### config.mk
export PLATFORM = sky130hd
export DESIGN_NAME = canv_pix_pipe
export DESIGN_NICKNAME = d
export VERILOG_FILES = /design/src/rtl/canv_pix_pipe_pkg.sv /design/src/rtl/canv_pix_pipe_delay.sv /design/src/rtl/canv_pix_pipe.sv
export SDC_FILE = /design/constraint.sdc
export NUM_CORES = 1
export LEC_CHECK = 0
export CORE_UTILIZATION = 45
export DETAILED_ROUTE_END_ITERATION = 7
export PLACE_DENSITY = 0.75
export SLEW_MARGIN = 30
export SYNTH_ARGS = -nofsm -noshare
export SYNTH_HDL_FRONTEND = slang
export SYNTH_SLANG_ARGS = --single-unit
### constraint.sdc
create_clock -name clk_pix -period 8.6 [get_ports clk_pix]
set_clock_uncertainty 0.15 [all_clocks]
set_input_delay 1.72 -clock clk_pix [delete_from_list [all_inputs] [get_ports clk_pix]]
set_output_delay 1.72 -clock clk_pix [all_outputs]
set_load 0.01 [all_outputs]
### src/rtl/canv_pix_pipe_pkg.sv
// rtl/canv_pix_pipe_pkg.sv - shared pixel-depth codes and helpers for the canvas pixel pipe
package canv_pix_pipe_pkg;

    typedef enum logic [2:0] {
        BPP_1  = 3'd0,
        BPP_2  = 3'd1,
        BPP_4  = 3'd2,
        BPP_8  = 3'd3,
        BPP_16 = 3'd4
    } bpp_e;

    localparam logic [2:0] BPP_L2_DIRECT = 3'd4;

    // Unused codes 5-7 fall back to the 4bpp code.
    function automatic logic [2:0] bpp_log2(input logic [2:0] code);
        case (code)
            BPP_1:   return 3'd0;
            BPP_2:   return 3'd1;
            BPP_4:   return 3'd2;
            BPP_8:   return 3'd3;
            BPP_16:  return 3'd4;
            default: return 3'd2;
        endcase
    endfunction

endpackage

### src/rtl/canv_pix_pipe_delay.sv
// rtl/canv_pix_pipe_delay.sv - fixed-depth shift register with async active-low reset
module canv_pix_pipe_delay #(
    parameter int WIDTH = 1,
    parameter int DEPTH = 1
) (
    input  logic             clk,
    input  logic             rst_n,
    input  logic [WIDTH-1:0] d,
    output logic [WIDTH-1:0] q
);

    generate
        if (DEPTH == 0) begin : g_pass
            assign q = d;
        end else begin : g_sr
            logic [WIDTH-1:0] sr [DEPTH];

            always_ff @(posedge clk or negedge rst_n) begin
                if (!rst_n) begin
                    for (int i = 0; i < DEPTH; i++) sr[i] <= '0;
                end else begin
                    sr[0] <= d;
                    for (int i = 1; i < DEPTH; i++) sr[i] <= sr[i-1];
                end
            end

            assign q = sr[DEPTH-1];
        end
    endgenerate

endmodule

### src/rtl/canv_pix_pipe.sv
// rtl/canv_pix_pipe.sv - display pixel pipe: unpack, palette/transparency, CLUT, background composite
module canv_pix_pipe
    import canv_pix_pipe_pkg::*;
#(
    parameter int WORD     = 32,
    parameter int BPC      = 5,
    parameter int CORDW    = 16,
    parameter int CIDXW    = 8,
    parameter int VRAM_LAT = 2,
    parameter int CLUT_LAT = 2,
    localparam int PIDW    = $clog2(WORD),
    localparam int COLRW   = 3 * BPC
) (
    input  logic              clk_pix,
    input  logic              rst_pix_n,
    input  logic              frame_start,
    input  logic [CORDW-1:0]  dx,
    input  logic [CORDW-1:0]  dy,
    input  logic              hsync,
    input  logic              vsync,
    input  logic              de,
    input  logic [PIDW-1:0]   pix_id,
    input  logic              canv_paint,
    input  logic [WORD-1:0]   vram_dout,
    output logic [CIDXW-1:0]  clut_addr,
    input  logic [COLRW-1:0]  clut_dout,
    input  logic [2:0]        cfg_bpp,
    input  logic [CIDXW-1:0]  cfg_pal_bank,
    input  logic              cfg_trans_en,
    input  logic [CIDXW-1:0]  cfg_trans_idx,
    input  logic [COLRW-1:0]  cfg_bg_colr,
    output logic [CORDW-1:0]  disp_x,
    output logic [CORDW-1:0]  disp_y,
    output logic              disp_hsync,
    output logic              disp_vsync,
    output logic              disp_de,
    output logic              disp_frame,
    output logic [BPC-1:0]    disp_r,
    output logic [BPC-1:0]    disp_g,
    output logic [BPC-1:0]    disp_b
);

    localparam int AW = PIDW + 1 + 3;
    localparam int BW = 3 + COLRW;

    logic [2:0]       sh_l2;
    logic [CIDXW-1:0] sh_bank;
    logic             sh_trans_en;
    logic [CIDXW-1:0] sh_trans_idx;
    logic [COLRW-1:0] sh_bg;

    always_ff @(posedge clk_pix or negedge rst_pix_n) begin
        if (!rst_pix_n) begin
            sh_l2        <= '0;
            sh_bank      <= '0;
            sh_trans_en  <= 1'b0;
            sh_trans_idx <= '0;
            sh_bg        <= '0;
        end else if (frame_start) begin
            sh_l2        <= bpp_log2(cfg_bpp);
            sh_bank      <= cfg_pal_bank;
            sh_trans_en  <= cfg_trans_en;
            sh_trans_idx <= cfg_trans_idx;
            sh_bg        <= cfg_bg_colr;
        end
    end

    // Depth travels with each pixel so in-flight pixels finish in the mode they started in.
    logic [PIDW-1:0] a_pix_id;
    logic            a_paint;
    logic [2:0]      a_l2;

    canv_pix_pipe_delay #(.WIDTH(AW), .DEPTH(VRAM_LAT)) u_stage_a (
        .clk   (clk_pix),
        .rst_n (rst_pix_n),
        .d     ({pix_id, canv_paint, sh_l2}),
        .q     ({a_pix_id, a_paint, a_l2})
    );

    logic [PIDW-1:0]  shift;
    logic [CIDXW-1:0] win;
    logic [CIDXW-1:0] mask;
    logic [CIDXW-1:0] raw;
    logic [COLRW-1:0] direct;
    logic             is16;
    logic             trans;

    // Shift is taken mod WORD, which drops pix_id bits beyond the word's capacity at this depth.
    always_comb begin
        shift  = a_pix_id << a_l2;
        win    = CIDXW'(vram_dout >> shift);
        direct = COLRW'(vram_dout >> shift);
        case (a_l2)
            3'd0:    mask = CIDXW'(1);
            3'd1:    mask = CIDXW'(3);
            3'd2:    mask = CIDXW'(15);
            default: mask = CIDXW'(255);
        endcase
        raw       = win & mask;
        is16      = (a_l2 == BPP_L2_DIRECT);
        trans     = !is16 && sh_trans_en && (raw == sh_trans_idx);
        clut_addr = is16 ? '0 : raw + sh_bank;
    end

    logic             b_paint;
    logic             b_trans;
    logic             b_is16;
    logic [COLRW-1:0] b_direct;

    canv_pix_pipe_delay #(.WIDTH(BW), .DEPTH(CLUT_LAT)) u_stage_b (
        .clk   (clk_pix),
        .rst_n (rst_pix_n),
        .d     ({a_paint, trans, is16, direct}),
        .q     ({b_paint, b_trans, b_is16, b_direct})
    );

    logic [COLRW-1:0] colr;

    always_comb begin
        if (!b_paint || b_trans) colr = sh_bg;
        else if (b_is16)         colr = b_direct;
        else                     colr = clut_dout;
    end

    always_ff @(posedge clk_pix or negedge rst_pix_n) begin
        if (!rst_pix_n) begin
            disp_x     <= '0;
            disp_y     <= '0;
            disp_hsync <= 1'b0;
            disp_vsync <= 1'b0;
            disp_de    <= 1'b0;
            disp_frame <= 1'b0;
            disp_r     <= '0;
            disp_g     <= '0;
            disp_b     <= '0;
        end else begin
            disp_x     <= dx;
            disp_y     <= dy;
            disp_hsync <= hsync;
            disp_vsync <= vsync;
            disp_de    <= de;
            disp_frame <= frame_start;
            disp_r     <= de ? colr[3*BPC-1:2*BPC] : '0;
            disp_g     <= de ? colr[2*BPC-1:BPC]   : '0;
            disp_b     <= de ? colr[BPC-1:0]       : '0;
        end
    end

endmodule
==> key figures <==
Status
  – Status: completed

Logic synthesis
  – Synth Flop Type: dfrtp_1
  – Post-synth EDFFs: 0
  – Yosys top cell area share: 50.7%
  – Count leader, synth: dfrtp_1
  – Syn avg cell area: 11.3 µm²
  – Synth cell count leaders: 140 x dfrtp_1, 51 x nand2_1, 39 x mux2i_1
  – Mapped Nets: 746
  – Synth cell types: 81
  – Largest cells by area after synthesis: dfrtp_1 51%, mux2i_1 5.6%, mux2_2 5.5%
  – Seq cells post-synth: 140
  – Fraction of registers with async set/reset: 100%
  – Cells after synthesis: 612
  – Synthesized area: 0.00691 mm²
  – Synth area leader: dfrtp_1
  – Synth warnings: 0
  – Sequential share of the synthesized area: 50.7%

Timing
  – Crit path time final: 7.61 ns
  – Worst slew pin tran: 0.967 ns
  – Final hold violations: 0
  – Tcrit/Tclk final: 88.5%
  – RSZ-0062 raised after global routing: no
  – Pins Over Slew Limit: 0
  – Final number of setup-violating endpoints: 0
  – Max frequency: 131 MHz
  – Relative slew slack: 35.6%
  – Final TNS setup: 0 ns

Floorplanning
  – Chip width: 126 µm
  – Initial Utilization: 46.8%
  – Die height: 126 µm
  – Core area: 0.0148 mm²
  – Die Footprint: 0.0159 mm²
  – Site Rows: 44
  – IO Pins: 185

Critical path
  – CP max FO: 3
  – WS Path Type: in2out
  – Worst EP required: 6.73 ns
  – Worst EP arrival: 5.74 ns
  – CP Launch Type: primary input
  – Worst reg2reg setup slack: 4.54 ns
  – Crit end category: output port

Min path
  – HP Class: reg2reg

Clocking
  – CTS-repair resized insts: 0
  – Hold-fix buffers at CTS: 0
  – Root Buffer: clkbuf_16
  – Num CTS Buffers: 17
  – Clock Tree Buf Depth: 2
  – Clk slew on worst S/H paths: 0.06 ns
  – CTS H-Tree Depth: 4
  – Postcts setup bufs: 0
  – Worst skew pair latency: 0.41 ns
  – Sink Count: 140
  – CTS tree: yes

Power
  – Pwr/cell area: 215 mW/mm²
  – Maximum VDD drop: 0.124 mV
  – Leak pwr: 4.02 nW

Cells and area
  – Multi-input gate area: 0.00314 mm²
  – Cell Count, Final, Fillers Out: 977
  – Inserted Diodes: 0
  – Layout fillers: 1,202
  – Register Area: 0.00350 mm²
  – Util after Layout: 63.7%
  – Layout cells sized above 1: 13.0%
  – Total Nets Final: 914
  – Area delta synth->final: 36.0%

Detailed routing
  – Routed vias: 5,797
  – Post-DR wirelength/cell: 21.1 µm
  – Post-route ant nets: 0
  – DRC Markers: 0
  – Total wire length: 20,600 µm
  – DRT iter0 DRCs: 558
  – TritonRoute pass-1 iters: 5
  – Via/cell ratio: 5.93

GRT
  – Initial antenna violation count: 0
  – Global-route wire length before repair: 32,600 µm
  – Total GRT Usage: 27.0%
  – Largest net degree at the start of global routing: 81
  – GRT overflow: 0
  – Vias in the first global route: 5,874

Placement
  – Gp weighted congestion: 0.892
  – Port bufs: 184
  – Placed cell count: 945
  – Dpl hpwl: 14,700 µm

Run
  – Max Cap Viol: 0
[final timing paths]
path                       cells after the start                         endpoint                       startpoint
max                                           17                     clut_addr[7]                    vram_dout[10]
min                                            0        u_stage_b.q[10]$_DFF_PN0_  u_stage_b.g_sr.sr[28]$_DFF_PN0_
max reg2reg                                    9  u_stage_b.g_sr.sr[34]$_DFF_PN0_         u_stage_a.q[0]$_DFF_PN0_
min reg2reg                                    0        u_stage_b.q[10]$_DFF_PN0_  u_stage_b.g_sr.sr[28]$_DFF_PN0_
max in group asynchronous                      2  u_stage_b.g_sr.sr[28]$_DFF_PN0_                        rst_pix_n
min in group asynchronous                      1           sh_bank[5]$_DFFE_PN0P_                        rst_pix_n
[registers in the layout, summed over array words and instances, names as in the netlist, 8 cells and up]
register           count
u_stage_b.q           18
sh_bg                 15
disp_x                16
u_stage_b.g_sr.sr     18
disp_y                16
u_stage_a.g_sr.sr      9
sh_bank                8
u_stage_a.q            9
sh_trans_idx           8
[cells in the final DEF (no fill, tap or decap), types with 12 or more instances in the layout]
| master | n |
|---|---|
| clkbuf_16 | 17 |
| mux2i_1 | 39 |
| nand2_1 | 51 |
| clkdlybuf4s50_1 | 182 |
| nand3_1 | 13 |
| mux2_2 | 34 |
| a21oi_1 | 17 |
| o21ai_0 | 22 |
| nor2_1 | 37 |
| o211a_1 | 19 |
| inv_1 | 12 |
| dfrtp_1 | 140 |
[where the power goes]
part / total (W) / internal (W) / switching, W
Sequential: 0.000781 / 0.000740 / 0.0000406
Clock: 0.000691 / 0.000409 / 0.000282
Combinational: 0.000544 / 0.000264 / 0.000280
Total: 0.00202 / 0.00141 / 0.000603
[final cells by class]
class	instances	share of cell area (%)
inverter	12	0.479
clock inverter	11	1.16
tap	184	2.45
sequential	140	37.3
multi-input combinational	414	33.4
clock buffer	21	4.79
timing repair buffer	195	20.5
[critical path, cell delays in order]
cell and delay [ns]:
clkdlybuf4s50_1 0.53, inv_1 0.08, o211a_1 0.21, a311oi_1 0.47, a2bb2oi_1 0.15, o211ai_1 0.23
o22a_2 0.23, ha_1 0.24, a21o_1 0.15, a21o_1 0.19, a21o_1 0.17, a21oi_1 0.21
o21ai_0 0.15, xor2_1 0.18, xnor2_1 0.13, nor2b_1 0.15, clkdlybuf4s50_1 0.55
[routing by layer]
layer  vias up  global-route usage (%)  share of wire, %
met1      2857                    34.5                41
met5         -                       0                 0
met3        45                    6.50               7.6
met4         0                    11.2               3.1
li1       2592                       -                 -
met2       303                    43.9                48
[stage by stage]
stage                     worst slack (ns)  total power, W  hold slack [ns]  instance area, µm²
after floorplan                       2.39         0.00109            0.181                6910
after global placement                1.13         0.00132            0.182                8830
after detailed placement              1.05         0.00133            0.185                8840
after CTS                             1.01         0.00203            0.196                9400
after global routing                 0.694         0.00211            0.202                9400
final                                0.993         0.00202            0.190                9400
[cell families (layout without fill, tap and decap cells)]
family	after synthesis	count (layout)	synth area share, %
compound gates	158	158	18.4
xor+xnor	13	13	1.65
buf+inv	58	239	4.07
mux	75	75	11.7
flops	140	140	50.7
fa+ha+maj	8	8	1.56
simple gates	160	160	11.9
Power figures use the tool's default switching activity.
